## src/rtl/bnn_ctrl_pkg.sv

```systemverilog
// rtl/bnn_ctrl_pkg.sv - shared opcodes, core_ctrl bit map and FSM states for the BNN sequencer
//
// Contents:
//   OP_*        5-bit instruction opcodes (inst[15:11])
//   *_BIT       bit positions inside the 20-bit core_ctrl word
//   state_t     sequencer FSM states
//   ctrl_onehot helper building a core_ctrl word with a single bit set
package bnn_ctrl_pkg;

  localparam int CTRL_W = 20;

  localparam logic [4:0] OP_NOP   = 5'b00000;
  localparam logic [4:0] OP_LDL   = 5'b00001;
  localparam logic [4:0] OP_LDH   = 5'b00010;
  localparam logic [4:0] OP_LOAD  = 5'b00011;
  localparam logic [4:0] OP_ADDI  = 5'b00100;
  localparam logic [4:0] OP_CMP   = 5'b00101;
  localparam logic [4:0] OP_JUMP  = 5'b00110;
  localparam logic [4:0] OP_EMPT  = 5'b00111;
  localparam logic [4:0] OP_BPUE  = 5'b01000;
  localparam logic [4:0] OP_BPUC  = 5'b01001;
  localparam logic [4:0] OP_OUT   = 5'b01010;
  localparam logic [4:0] OP_STORE = 5'b01011;
  localparam logic [4:0] OP_SHIFT = 5'b01100;
  localparam logic [4:0] OP_MOV   = 5'b01101;
  localparam logic [4:0] OP_LDLH  = 5'b01110;
  localparam logic [4:0] OP_LDHH  = 5'b01111;
  localparam logic [4:0] OP_LOOP  = 5'b10000;
  localparam logic [4:0] OP_ENDL  = 5'b10001;
  localparam logic [4:0] OP_HALT  = 5'b10010;

  localparam logic [4:0] EMPT_BIT   = 5'd0;
  localparam logic [4:0] BPUE_BIT   = 5'd1;
  localparam logic [4:0] WGT_EN_BIT = 5'd7;
  localparam logic [4:0] IMG_EN_BIT = 5'd8;
  localparam logic [4:0] BPUC_BIT   = 5'd9;
  localparam logic [4:0] OUT_BIT    = 5'd10;
  localparam logic [4:0] BIAS_BIT   = 5'd11;
  localparam logic [4:0] CFG_BIT    = 5'd12;
  localparam logic [4:0] STORE_BIT  = 5'd14;
  localparam logic [4:0] SHIFT_BIT  = 5'd15;

  typedef enum logic [2:0] {
    ST_IDLE,
    ST_FETCH,
    ST_RUN,
    ST_FLUSH,
    ST_DONE
  } state_t;

  function automatic logic [CTRL_W-1:0] ctrl_onehot(input logic [4:0] idx);
    logic [CTRL_W-1:0] v;
    v      = '0;
    v[idx] = 1'b1;
    return v;
  endfunction

endpackage

```

## src/rtl/bnn_loop_stack.sv

```systemverilog
// rtl/bnn_loop_stack.sv - LIFO of hardware-loop frames {start address, remaining count}
//
// Ports:
//   clk, rst          clock, synchronous active-low reset (empties the stack)
//   clr               synchronous clear (empties the stack)
//   push              push {push_start, push_count}; ignored when full
//   pop               drop the top frame; ignored when empty
//   dec_top           decrement the top frame's count; ignored when empty
//   top_start/count   contents of the top frame (undefined while empty)
//   full, empty       occupancy flags
// Priority when several requests coincide: clr > push > pop > dec_top.
module bnn_loop_stack #(
  parameter int DEPTH = 4,
  parameter int AW    = 11,
  parameter int CW    = 11
) (
  input  logic          clk,
  input  logic          rst,
  input  logic          clr,
  input  logic          push,
  input  logic          pop,
  input  logic          dec_top,
  input  logic [AW-1:0] push_start,
  input  logic [CW-1:0] push_count,
  output logic [AW-1:0] top_start,
  output logic [CW-1:0] top_count,
  output logic          full,
  output logic          empty
);

  localparam int SP_W  = $clog2(DEPTH + 1);
  localparam int IDX_W = (DEPTH > 1) ? $clog2(DEPTH) : 1;
  localparam int SLOTS = 1 << IDX_W;

  logic [SP_W-1:0]  sp;
  logic [AW-1:0]    start_mem [SLOTS];
  logic [CW-1:0]    count_mem [SLOTS];
  logic [IDX_W-1:0] wr_idx;
  logic [IDX_W-1:0] top_idx;
  logic             do_push;
  logic             do_pop;
  logic             do_dec;

  assign full    = (sp == SP_W'(DEPTH));
  assign empty   = (sp == '0);
  assign wr_idx  = IDX_W'(sp);
  assign top_idx = IDX_W'(sp - 1'b1);

  assign top_start = start_mem[top_idx];
  assign top_count = count_mem[top_idx];

  assign do_push = rst && !clr && push && !full;
  assign do_pop  = rst && !clr && !push && pop && !empty;
  assign do_dec  = rst && !clr && !push && !pop && dec_top && !empty;

  always_ff @(posedge clk) begin
    if (!rst || clr) begin
      sp <= '0;
    end else if (do_push) begin
      sp <= sp + 1'b1;
    end else if (do_pop) begin
      sp <= sp - 1'b1;
    end
  end

  // Frame storage needs no reset: entries above sp are never observed.
  always_ff @(posedge clk) begin
    if (do_push) begin
      start_mem[wr_idx] <= push_start;
      count_mem[wr_idx] <= push_count;
    end else if (do_dec) begin
      count_mem[top_idx] <= top_count - 1'b1;
    end
  end

endmodule

```

## src/rtl/bnn_seq_ctrl.sv

```systemverilog
// rtl/bnn_seq_ctrl.sv - instruction sequencer driving bnn_core control and data SRAM
//
// Ports:
//   clk, rst            clock, synchronous active-low reset
//   start               pulse; (re)starts execution at address 0 from IDLE/DONE
//   pause               freezes pc, registers and loop stack while RUN/FETCH/FLUSH
//   inst_rdata          instruction SRAM Q (1-cycle latency, holds while inst_cen high)
//   inst_addr/cen/wen   instruction SRAM fetch port (read only)
//   data_addr/cen/wen   data SRAM port, registered
//   core_ctrl           20-bit bnn_core control word, registered
//   busy, done          FSM status; loop_err sticky loop-stack fault until next start
module bnn_seq_ctrl
  import bnn_ctrl_pkg::*;
#(
  parameter int IADDR_W    = 11,
  parameter int DADDR_W    = 14,
  parameter int LOOP_DEPTH = 4,
  parameter int CNT_W      = 11
) (
  input  logic               clk,
  input  logic               rst,
  input  logic               start,
  input  logic               pause,
  input  logic [15:0]        inst_rdata,
  output logic [IADDR_W-1:0] inst_addr,
  output logic               inst_cen,
  output logic               inst_wen,
  output logic [DADDR_W-1:0] data_addr,
  output logic               data_cen,
  output logic               data_wen,
  output logic [CTRL_W-1:0]  core_ctrl,
  output logic               busy,
  output logic               done,
  output logic               loop_err
);

  state_t             state, state_nx;
  logic [IADDR_W-1:0] pc, pc_nx;
  logic               iv, iv_nx;
  logic               err_nx;
  logic [15:0]        regs [16];

  logic               reg_we;
  logic [3:0]         reg_wa;
  logic [15:0]        reg_wd;

  logic [CTRL_W-1:0]  ctrl_nx;
  logic               dcen_nx;
  logic               dwen_nx;
  logic [DADDR_W-1:0] daddr_nx;
  logic               fetch;

  logic               stk_push, stk_pop, stk_dec, stk_clr;
  logic [IADDR_W-1:0] stk_top_start;
  logic [CNT_W-1:0]   stk_top_count;
  logic [CNT_W-1:0]   loop_cnt;
  logic               stk_full, stk_empty;

  logic [4:0]         opcode;
  logic [IADDR_W-1:0] pc_exec;
  logic [IADDR_W-1:0] jump_tgt;
  logic [3:0]         lo_idx, hi_idx, ar_idx, mv_src;

  // While RUN, pc already points one past the instruction sitting in inst_rdata.
  assign opcode   = inst_rdata[15:11];
  assign pc_exec  = pc - 1'b1;
  assign jump_tgt = pc_exec - IADDR_W'(inst_rdata[10:0]);
  assign lo_idx   = {1'b0, inst_rdata[10:8]};
  assign hi_idx   = {1'b1, inst_rdata[10:8]};
  assign ar_idx   = inst_rdata[10:7];
  assign mv_src   = {1'b0, inst_rdata[7:5]};
  assign loop_cnt = (inst_rdata[CNT_W-1:0] == '0) ? CNT_W'(1) : inst_rdata[CNT_W-1:0];

  // Fetch port is combinational so that pause stops the SRAM the same cycle,
  // keeping the instruction under execution on Q until release.
  assign inst_addr = pc;
  assign inst_cen  = !fetch;
  assign inst_wen  = 1'b1;

  assign busy = (state == ST_FETCH) || (state == ST_RUN) || (state == ST_FLUSH);
  assign done = (state == ST_DONE);

  bnn_loop_stack #(
    .DEPTH (LOOP_DEPTH),
    .AW    (IADDR_W),
    .CW    (CNT_W)
  ) u_stack (
    .clk        (clk),
    .rst        (rst),
    .clr        (stk_clr),
    .push       (stk_push),
    .pop        (stk_pop),
    .dec_top    (stk_dec),
    .push_start (pc),
    .push_count (loop_cnt),
    .top_start  (stk_top_start),
    .top_count  (stk_top_count),
    .full       (stk_full),
    .empty      (stk_empty)
  );

  always_ff @(posedge clk) begin
    if (!rst) begin
      state     <= ST_IDLE;
      pc        <= '0;
      iv        <= 1'b0;
      loop_err  <= 1'b0;
      core_ctrl <= '0;
      data_cen  <= 1'b1;
      data_wen  <= 1'b1;
      data_addr <= '0;
    end else begin
      state     <= state_nx;
      pc        <= pc_nx;
      iv        <= iv_nx;
      loop_err  <= err_nx;
      core_ctrl <= ctrl_nx;
      data_cen  <= dcen_nx;
      data_wen  <= dwen_nx;
      data_addr <= daddr_nx;
    end
  end

  always_ff @(posedge clk) begin
    if (!rst) begin
      for (int i = 0; i < 16; i++) regs[i] <= '0;
    end else if (reg_we) begin
      regs[reg_wa] <= reg_wd;
    end
  end

  always_comb begin
    state_nx = state;
    pc_nx    = pc;
    iv_nx    = iv;
    err_nx   = loop_err;
    fetch    = 1'b0;
    reg_we   = 1'b0;
    reg_wa   = '0;
    reg_wd   = '0;
    stk_push = 1'b0;
    stk_pop  = 1'b0;
    stk_dec  = 1'b0;
    stk_clr  = 1'b0;
    ctrl_nx  = '0;
    dcen_nx  = 1'b1;
    dwen_nx  = 1'b1;
    daddr_nx = data_addr;

    case (state)
      ST_IDLE, ST_DONE: begin
        if (start) begin
          state_nx = ST_FETCH;
          pc_nx    = '0;
          iv_nx    = 1'b0;
          err_nx   = 1'b0;
          stk_clr  = 1'b1;
        end
      end

      ST_FETCH, ST_FLUSH: begin
        if (!pause) begin
          fetch    = 1'b1;
          pc_nx    = pc + 1'b1;
          iv_nx    = 1'b1;
          state_nx = ST_RUN;
        end
      end

      ST_RUN: begin
        if (!pause) begin
          fetch = 1'b1;
          pc_nx = pc + 1'b1;
          iv_nx = 1'b1;
          if (iv) begin
            case (opcode)
              OP_LDL: begin
                reg_we = 1'b1;
                reg_wa = lo_idx;
                reg_wd = {regs[lo_idx][15:8], inst_rdata[7:0]};
              end
              OP_LDH: begin
                reg_we = 1'b1;
                reg_wa = lo_idx;
                reg_wd = {inst_rdata[7:0], regs[lo_idx][7:0]};
              end
              OP_LDLH: begin
                reg_we = 1'b1;
                reg_wa = hi_idx;
                reg_wd = {regs[hi_idx][15:8], inst_rdata[7:0]};
              end
              OP_LDHH: begin
                reg_we = 1'b1;
                reg_wa = hi_idx;
                reg_wd = {inst_rdata[7:0], regs[hi_idx][7:0]};
              end
              OP_ADDI: begin
                reg_we = 1'b1;
                reg_wa = ar_idx;
                reg_wd = regs[ar_idx] + {{9{inst_rdata[6]}}, inst_rdata[6:0]};
              end
              OP_CMP: begin
                reg_we = 1'b1;
                reg_wa = 4'd2;
                reg_wd = {15'd0, (regs[ar_idx] < {9'd0, inst_rdata[6:0]})};
              end
              OP_MOV: begin
                reg_we = 1'b1;
                reg_wa = lo_idx;
                reg_wd = regs[mv_src];
              end
              OP_JUMP: begin
                if (regs[2] != 16'd0) begin
                  pc_nx    = jump_tgt;
                  iv_nx    = 1'b0;
                  state_nx = ST_FLUSH;
                end
              end
              OP_LOAD: begin
                dcen_nx  = 1'b0;
                dwen_nx  = 1'b1;
                daddr_nx = regs[0][DADDR_W-1:0];
                reg_we   = 1'b1;
                reg_wa   = 4'd0;
                reg_wd   = inst_rdata[0] ? regs[0] + 16'd1 : regs[0] - 16'd1;
                case (inst_rdata[10:9])
                  2'd0:    ctrl_nx = ctrl_onehot(WGT_EN_BIT);
                  2'd1:    ctrl_nx = ctrl_onehot(BIAS_BIT);
                  2'd2:    ctrl_nx = ctrl_onehot(IMG_EN_BIT);
                  default: ctrl_nx = ctrl_onehot(CFG_BIT);
                endcase
              end
              OP_STORE: begin
                dcen_nx  = 1'b0;
                dwen_nx  = 1'b0;
                daddr_nx = regs[1][DADDR_W-1:0];
                ctrl_nx  = ctrl_onehot(STORE_BIT);
                reg_we   = 1'b1;
                reg_wa   = 4'd1;
                reg_wd   = inst_rdata[9] ? regs[1] + 16'd1 : regs[1] - 16'd1;
              end
              OP_EMPT:  ctrl_nx = ctrl_onehot(EMPT_BIT);
              OP_BPUE:  ctrl_nx = ctrl_onehot(BPUE_BIT);
              OP_BPUC:  ctrl_nx = ctrl_onehot(BPUC_BIT);
              OP_OUT:   ctrl_nx = ctrl_onehot(OUT_BIT);
              OP_SHIFT: ctrl_nx = ctrl_onehot(SHIFT_BIT);
              OP_LOOP: begin
                if (stk_full) begin
                  err_nx   = 1'b1;
                  state_nx = ST_DONE;
                end else begin
                  stk_push = 1'b1;
                end
              end
              OP_ENDL: begin
                if (stk_empty) begin
                  err_nx   = 1'b1;
                  state_nx = ST_DONE;
                end else if (stk_top_count > CNT_W'(1)) begin
                  stk_dec  = 1'b1;
                  pc_nx    = stk_top_start;
                  iv_nx    = 1'b0;
                  state_nx = ST_FLUSH;
                end else begin
                  stk_pop = 1'b1;
                end
              end
              OP_HALT: state_nx = ST_DONE;
              default: ;
            endcase
          end
        end
      end

      default: state_nx = ST_IDLE;
    endcase
  end

endmodule

```

## config.mk

```make
export PLATFORM = sky130hd
export DESIGN_NAME = bnn_seq_ctrl
export DESIGN_NICKNAME = d
export VERILOG_FILES = /design/src/rtl/bnn_ctrl_pkg.sv /design/src/rtl/bnn_loop_stack.sv /design/src/rtl/bnn_seq_ctrl.sv
export SDC_FILE = /design/constraint.sdc
export NUM_CORES = 1
export LEC_CHECK = 0
export ABC_AREA = 1
export CORE_UTILIZATION = 57
export DETAILED_ROUTE_END_ITERATION = 8
export HOLD_SLACK_MARGIN = 0.15
export PLACE_DENSITY = 0.79
export SLEW_MARGIN = 30
export SYNTH_ARGS = -nofsm -noshare
export SYNTH_HDL_FRONTEND = slang
export SYNTH_SLANG_ARGS = --single-unit
export TNS_END_PERCENT = 100
```

## constraint.sdc

```tcl
create_clock -name clk -period 5.1 [get_ports clk]
set_clock_uncertainty 0.1 [all_clocks]
set_input_delay 1.53 -clock clk [delete_from_list [all_inputs] [get_ports clk]]
set_output_delay 1.53 -clock clk [all_outputs]
set_load 0.03 [all_outputs]
```

### Word level (Yosys, flattened, before mapping)

Memories as Yosys holds them, arrays and structs flattened.
Cells that the tools add are included.

* RAM bits: 344
* logic and storage cells: 197
* memories kept: 3
* bits in registers: 55
* output and inout bits: 52

* add/sub/neg operators: 11
* magnitude comparators: 2
* eq/ne operators: 35
* muxes and demuxes: 91
* reductions and logical operators: 42
* bitwise operators: 4

Memory list
* regs: words 16, width 16, rd ports 7, clocked after Yosys merged registers in 0, wr ports 16, RTL line bnn_seq_ctrl.sv:41 `logic [15:0] regs [16];`
* u_stack.count_mem: words 4, width 11, rd ports 1, clocked after Yosys merged registers in 0, wr ports 1, RTL line bnn_loop_stack.sv:37 `logic [CW-1:0] count_mem [SLOTS];`
* u_stack.start_mem: words 4, width 11, rd ports 1, clocked after Yosys merged registers in 0, wr ports 1, RTL line bnn_loop_stack.sv:36 `logic [AW-1:0] start_mem [SLOTS];`

Operator list (number)
* 16-bit case mux with 9 select lines: 1
* 16-bit case mux with 7 select lines: 1
* 11-bit two-way mux: 9
* 16-bit two-way mux: 6
* 1-bit two-way mux: 48
* 5-bit by 4-bit == test with 1-bit output (second input constant): 8
* 13-bit case mux with 3 select lines: 1
* 11-bit case mux with 3 select lines: 1
* 16-bit by 1-bit adder with 16-bit output (second input constant): 2
* 16-bit by 1-bit subtractor with 16-bit output (second input constant): 2
* 3-bit two-way mux: 10
* 14-bit case mux with 2 select lines: 1
* 11-bit case mux with 2 select lines: 1
* 11-bit by 1-bit subtractor with 11-bit output (second input constant): 2
* 5-bit by 3-bit == test with 1-bit output (second input constant): 4
* 4-bit case mux with 5 select lines: 1
* 16-bit adder: 1
* 16-bit by 7-bit less-than comparator with 1-bit output: 1
* 4-bit two-way mux: 4
* 16-bit nonzero test: 1
* 16-bit OR reduction: 1
* 5-bit == test (second input constant): 3
* 3-bit case mux with 4 select lines: 1
* 11-bit by 1-bit adder with 11-bit output (second input constant): 1
* 38 further kinds: 74

### Depth between registers and ports, before layout

Gate-level depths: netlist (run 1).
An unclocked memory read counts as a cell.

* depth after elaboration: 18
* depth in mapped cells: 26

### Modules after synthesis

Synthesis (run 1) repeated with hierarchy kept, for this count alone.

* cells, all modules: 3254
* area total of the unflattened synthesis: 25279.2 um2

By module, submodules not included
* bnn_seq_ctrl: instances 1, cells each 2881, area each 21161.5 um2
* bnn_loop_stack: instances 1, cells each 373, area each 4117.7 um2

### Worst setup path after synthesis (run 1)

No wires, ideal clock.

* path type: input-to-reg
* start: input port inst_rdata[8]
* end: memory regs[0][10], data pin
* path slack: -0.285 ns
* library setup time: 0.257 ns
* stages: 23
* data required time: 4.743 ns
* path buffers: 6
* arrival time: 5.029 ns
* cell sequence: buf_2 > buf_2 > clkbuf_1 > clkbuf_1 > clkbuf_1 > a21oi_1 > o21ai_0 > nand2_1 > a211o_1 > ha_1 > inv_1 > nand3_1 > o211ai_1 > nand2_1 > a21oi_1 > nand2_1 > nand2_1 > nand2_1 > nand2_1 > o21ai_0 > o21ai_1 > buf_2 > nor2_1

RTL lines
* start: declaration: RTL line bnn_seq_ctrl.sv:24 `input logic [15:0] inst_rdata,`
* end: declaration: RTL line bnn_seq_ctrl.sv:41

==> flow_summary.json, run 1 <==
{
  "cts-resized-gates": 0,
  "avgSynthCellArea_um2": 8.02,
  "via_per_inst": 6.32,
  "fin_util_pct": 67.7,
  "cp-start-kind": "primary input",
  "overflow": 0,
  "crit_required_ps": 5330,
  "ant_nets": 0,
  "crit_top_cell": "nand2_1",
  "end_kind": "register",
  "synth_most_common_cell": "nand2_1",
  "ys_warn_count": 0,
  "path_clk_slew_ps": 60,
  "initial_core_util_pct": 58.1,
  "vias": 24000,
  "cts_buffers": 42,
  "r2r_end": "u_stack.count_mem[3][4]$_DFFE_PP_",
  "clk_latency_ps": 590,
  "hpwlAfterDp_mm": 62.9,
  "async_flop_share_pct": 0,
  "port-buffer-count": 60,
  "fmax_ghz": 0.201,
  "status": "finished, final reports clean",
  "syn2layout_area_growth_pct": 16.6,
  "grt_max_degree": 70,
  "hold_violations": 0,
  "nets": 3323,
  "yosysTopAreaCell": "edfxtp_1",
  "drt_iter0_drc": 3127,
  "ys_types": 53,
  "synth_common_cells": "nand2_1 (562), nor2_1 (431), edfxtp_1 (344)",
  "cts_tree": "yes",
  "drt-pass1-iter-count": 9,
  "clk_path_buf_depth": 3,
  "period_needed_ps": 4970,
  "worstPathArrival_ps": 5190,
  "ys.flop_type": "edfxtp_1",
  "syn_inst": 3049,
  "cp_max_fo": 16,
  "cap_violations": 0,
  "h-tree-depth": 2,
  "wire_per_inst_um": 22.8,
  "vdd_drop_max_v": 0.000358,
  "synth_edf_count": 344,
  "syn_area_mm2": 0.0245,
  "grtUsageTotal_pct": 39.3,
  "synth_top_area_share_pct": 42.2,
  "criticalPathCategory": "primary input to register",
  "worst-slew-pin-transition_ps": 1000,
  "holdBufCountCts": 0,
  "cts_root_buf": "clkbuf_16",
  "r2r-start": "u_stack.sp[1]$_SDFFE_PP0P_",
  "gp_congestion": 1.04,
  "reg2regPathDepth": 16,
  "std_cell_rows": 75,
  "fin_total_pwr_mw": 8.60,
  "drive_gt1_share_pct": 13.8,
  "worstPathCellList": "clkdlybuf4s50_1, nand2_2, buf_12, buf_4, a21oi_1, o21ai_0, o21ai_0, nand2_1, nand2_1, nor2_1, inv_1, ha_1, a21o_1, a21oi_1, nand3_2, or2_2, nand3_1, nand2_1, o21ai_2, buf_12, nor2_1",
  "r2r_slack_ps": 770,
  "dieWidth_um": 209,
  "relSlewSlack_pct": 33.1,
  "period_share_pct": 97.4,
  "antenna_found_initial": 0,
  "diodes": 0,
  "setup_violations": 0,
  "synth_area_leaders": "edfxtp_1 (42%), nand2_1 (8.6%), nor2_1 (6.6%)",
  "cp_slowest_cell": "clkdlybuf4s50_1",
  "drc": 0,
  "grt_pass1_vias": 22400,
  "drv_slew": 0,
  "coreArea_mm2": 0.0421,
  "routed_wl_mm": 86.4,
  "ys_ff_latch": 389,
  "synth-seq-area-share_pct": 45.9,
  "grt_pass1_wl_mm": 131,
  "fin_hold_ws_ps": 402,
  "leakage_nw": 11.5,
  "worstHoldPathType": "register to register",
  "post_cts_buffers": 0,
  "dieArea_mm2": 0.0437,
  "endpoint": "regs[15][11]$_SDFFCE_PN0P_",
  "clock_sinks": 389,
  "slowest_delay_ps": 530,
  "setup.worst_path.start": "inst_rdata[9]",
  "die_h_um": 209,
  "power_density_mw_per_mm2": 302,
  "io_pins": 72
}
-- worst max-delay path: cells and delay by family --
family / cells / cell delay [ps]
adder cells (fa/ha/maj): 1 / 320
AND/OR/NAND/NOR: 9 / 1390
AO/OA/AOI/OAI: 6 / 840
buffers and inverters: 5 / 1090
-- how the worst min path moves through the flow --
stage                               from                        end  slack (ps)  cells past startpoint
2_1_floorplan            iv$_SDFFE_PN0P_            iv$_SDFFE_PN0P_         380                      2
3_3_place_gp       loop_err$_SDFFE_PN0P_      loop_err$_SDFFE_PN0P_         390                      2
3_5_place_dp   data_addr[0]$_SDFFE_PN0P_  data_addr[0]$_SDFFE_PN0P_         390                      2
4_1_cts        data_addr[0]$_SDFFE_PN0P_  data_addr[0]$_SDFFE_PN0P_         400                      2
5_1_grt        data_addr[0]$_SDFFE_PN0P_  data_addr[0]$_SDFFE_PN0P_         440                      2
6_report       data_addr[0]$_SDFFE_PN0P_  data_addr[0]$_SDFFE_PN0P_         400                      2
-- cell type report --
class	instances	area, µm²
timing repair buffer	309	2780
clock buffer	50	1080
clock inverter	23	238
fill	3369	13600
sequential	389	11200
inverter	258	971
multi-input combinational	2230	11500
tap	539	674
-- flip-flops by register name, summed over array words and instances, names as in the netlist, 3 cells and up --
register and cells:
regs 256, u_stack.count_mem 44, u_stack.sp 3, data_addr 14
u_stack.start_mem 44, inst_addr 11, state 3, core_ctrl 10
-- per-layer routing --
metal	part of all wire [%]	track usage [%]	vias to the layer above	wire [µm]
li1	-	-	10900	-
met1	39	53.5	11200	33400
met2	45	62.0	1693	38800
met3	13	9.15	240	10900
met4	3.8	13.2	0	3240
met5	0	0	-	0
-- kinds of logic (layout without fill, tap and decap cells) --
kind of cell             count (synthesis)  after routing  share of synthesized area (%)
AND/OR/NAND/NOR                       1338           1338                           23.5
AO/OA/AOI/OAI                          781            781                           18.5
buffers and inverters                  439            640                           7.27
flip-flops                             389            389                           45.9
adder cells (fa/ha/maj)                 73             73                           3.86
XOR/XNOR                                26             26                          0.931
other                                    2             11                         0.0307
multiplexers                             1              1                         0.0460
-- power breakdown --
part           switching, mW  total (mW)  internal, mW
combinational           1.17        1.81         0.638
sequential             0.167        3.77          3.60
clock                   1.30        3.02          1.72
total                   2.64        8.60          5.96
-- cell usage in the layout, fill, tap and decap left out, types with 8 or more instances in the layout --
cell and n:
a21oi_1 255, buf_12 26, nand2_2 22, o21ai_0 287, xor2_1 18, a22oi_1 10
clkbuf_1 8, nand2_1 560, dfxtp_1 45, nand3_1 147, o211ai_1 149, nor3_1 20
ha_1 69, a21o_1 9, a32o_1 9, nor2_1 425, buf_4 223, inv_1 247
or2_2 81, edfxtp_1 344, inv_2 8, nand4_1 45, nor2_2 9, xnor2_1 8
clkinv_1 10, clkdlybuf4s50_1 55, clkbuf_16 42, nor4_1 9, conb_1 11, a31oi_1 18
-- per-stage QoR --
stage               instances  setup slack, ps  setup TNS [ps]  cell area [µm²]
detailed placement       3725             -481          -75960            27200
floorplan                3058            -26.2            -259            24500
CTS                      3798             75.1               0            28500
global placement         3725             -427          -67300            27200
global route             3798            -43.7            -441            28500
finish                   3798              134               0            28500
(Power assumes the default switching activity.)
==> run 2: changes to the inputs <==
--- a/config.mk
+++ b/config.mk
@@ -10,6 +10,8 @@
 export DETAILED_ROUTE_END_ITERATION = 8
 export HOLD_SLACK_MARGIN = 0.15
 export PLACE_DENSITY = 0.79
+export SETUP_SLACK_MARGIN = 0.05
+export SKIP_LAST_GASP = 1
 export SLEW_MARGIN = 30
 export SYNTH_ARGS = -nofsm -noshare
 export SYNTH_HDL_FRONTEND = slang
==> run 2 against run 1 <==
Effect of this change: sequential power is essentially flat; critical endpoint is now regs[11][3]$_SDFFCE_PN0P_; cell count increased by 0.29%; critical path type unchanged; largest cell class unchanged; clock-buffer cell count decreased by 1; die area is the same; register-to-register slack gained 230 ps; global-route usage decreased by 0.61 points; via count about the same; core utilization up 0.37 points; flip-flop and latch count did not move; sequential share of layout area shrank 0.21 points; first-iteration DRC count is 13% higher; worst hold slack gained 29 ps.
==> flow_summary.json, run 2 (same netlist as run 1, synthesis figures left out) <==
{
  "status": "finished, final reports clean",
  "r2r_slack_ps": 1000,
  "layout_common_cells": "nand2_1 (561), nor2_1 (426), edfxtp_1 (344), o21ai_0 (286), a21oi_1 (255)",
  "via_per_inst": 6.30,
  "pwr-share-seq_pct": 44.0,
  "vias": 24000,
  "internal_power_mw": 5.92,
  "nets": 3329,
  "overflow": 0,
  "largest_register": "regs",
  "hold_violations": 0,
  "pwr-share-clk_pct": 34.8,
  "clock_sinks": 389,
  "fin_ws_ps": 180,
  "cp_num_buf_inv": 4,
  "gp_congestion": 1.03,
  "worst-slew-pin-transition_ps": 788,
  "port-buffer-count": 60,
  "std_cell_rows": 75,
  "cts_root_buf": "clkbuf_16",
  "grt_max_degree": 70,
  "h-tree-depth": 2,
  "relSlewSlack_pct": 47.0,
  "coreArea_mm2": 0.0421,
  "syn2layout_area_growth_pct": 17.2,
  "fin_hold_ws_ps": 431,
  "cp_slowest_cell": "clkdlybuf4s50_1",
  "r2r_end": "u_stack.count_mem[1][2]$_DFFE_PP_",
  "p_comb_share_pct": 21.3,
  "antenna_found_initial": 1,
  "drc": 0,
  "post_cts_buffers": 0,
  "initial_core_util_pct": 58.1,
  "cp-start-kind": "primary input",
  "reg2regPathDepth": 17,
  "end_kind": "register",
  "clk_path_buf_depth": 3,
  "r2r-start": "u_stack.sp[1]$_SDFFE_PP0P_",
  "rsz0062_at_grt": "no",
  "cp_max_fo": 16,
  "detailedPlace.worstSlack_ps": -419,
  "whs_path_depth": 2,
  "period_needed_ps": 4920,
  "drt-pass1-iter-count": 6,
  "holdBufCountCts": 0,
  "criticalPathCategory": "primary input to register",
  "vdd_drop_max_v": 0.000337,
  "fin_total_pwr_mw": 8.58,
  "critical_path_depth": 18,
  "drive_gt1_share_pct": 14.1,
  "grtUsageTotal_pct": 38.7,
  "worstHoldPathType": "register to register",
  "cts_tree": "yes",
  "drv_slew": 0,
  "setup_violations": 0,
  "dieWidth_um": 209,
  "reg_top3": "regs: 256 flops, u_stack.count_mem: 44 flops, u_stack.start_mem: 44 flops",
  "grt_pass1_vias": 22400,
  "cts_buffers": 42,
  "dieArea_mm2": 0.0437,
  "p_switching_mw": 2.66,
  "cap_violations": 0,
  "worstPathCellList": "clkdlybuf4s50_1, nand2_1, buf_12, nor2_1, o21ai_0, o21ai_0, a211o_1, ha_1, inv_1, nand3_1, nand3_1, o21ai_0, o22ai_1, nor2_1, o2111ai_1, nand2_1, buf_12, nor2_1",
  "period_share_pct": 96.5,
  "clk_latency_ps": 590,
  "drt_iter0_drc": 3539,
  "routed_wl_mm": 85.5,
  "hpwlAfterDp_mm": 62.2,
  "crit_family": "compound AO/OA/AOI/OAI gates",
  "ant_nets": 0,
  "layout_commonest_cell": "nand2_1",
  "worstPathArrival_ps": 5150,
  "path_clk_slew_ps": 60,
  "leakage_nw": 11.5,
  "fmax_ghz": 0.203,
  "min_to": "data_addr[0]$_SDFFE_PN0P_",
  "largest_reg_flops": 256,
  "power_density_mw_per_mm2": 299,
  "io_pins": 72,
  "switching_share_pct": 31.0,
  "slowest_delay_ps": 550,
  "grt_pass1_wl_mm": 129,
  "wire_per_inst_um": 22.4,
  "crit_required_ps": 5330,
  "worstHoldStart": "data_addr[0]$_SDFFE_PN0P_",
  "die_h_um": 209
}
-- run 2: worst reg2reg max path, delay by kind of cell, from the launching register on --
kind | cells | cell delay [ps]
AOI/OAI and AO/OA | 1 | 160
adders and majority gates | 1 | 300
buffers and inverters | 6 | 970
DFF | 1 | 390
and+or+nand+nor | 9 | 1860
-- run 2: layout make-up --
| class | instances | area, µm² |
|---|---|---|
| timing repair buffer | 315 | 2930 |
| multi-input combinational | 2230 | 11500 |
| fill | 3423 | 13500 |
| clock inverter | 28 | 228 |
| inverter | 258 | 971 |
| clock buffer | 49 | 1100 |
| tap | 539 | 674 |
| antenna | 1 | 2.50 |
| sequential | 389 | 11200 |
-- run 2: per-stage QoR --
step	instances	instance area, µm²	setup TNS (ps)	util [%]
final	3809	28700	0	68.1
after global routing	3808	28700	0	68.0
after CTS	3808	28700	0	68.0
after detailed placement	3731	27300	-52510	64.9
after global placement	3731	27300	-44920	64.9
after floorplan	3058	24600	0	-
-- run 2: timing repair --
action / CTS / global route
gates resized for setup: 0 / 4
endpoints found under the setup margin: 0 / 69
endpoints found under the hold margin: 0 / 0
-- run 2: metal layers --
metal | vias to the layer above | share of wire [%] | global-route usage, %
met5 | - | 0.015 | 0
met4 | 2 | 3.9 | 14.5
met3 | 254 | 11 | 6.73
met2 | 1578 | 45 | 60.4
met1 | 11300 | 40 | 54.0
li1 | 10900 | - | -
-- run 2: worst max-delay path by stage --
| stage | startpoint | to | slack, ps |
|---|---|---|---|
| final | inst_rdata[9] | regs[11][3]$_SDFFCE_PN0P_ | 180 |
| after CTS | inst_rdata[9] | regs[11][10]$_SDFFCE_PN0P_ | 190 |
| after floorplan | inst_rdata[8] | regs[10][8]$_SDFFCE_PN0P_ | 50 |
| after detailed placement | inst_rdata[9] | regs[10][10]$_SDFFCE_PN0P_ | -420 |
| after global routing | inst_rdata[9] | regs[11][10]$_SDFFCE_PN0P_ | 30 |
| after global placement | inst_rdata[10] | regs[14][10]$_SDFFCE_PN0P_ | -380 |
-- run 2: power by group through the flow --
stage / clock network, mW / logic, mW / registers, mW
detailed placement: 0 / 1.76 / 3.83
floorplan: 0 / 1.07 / 3.82
finish: 2.98 / 1.82 / 3.77
CTS: 2.99 / 1.77 / 3.76
global route: 3.10 / 1.98 / 3.77
global placement: 0 / 1.72 / 3.82
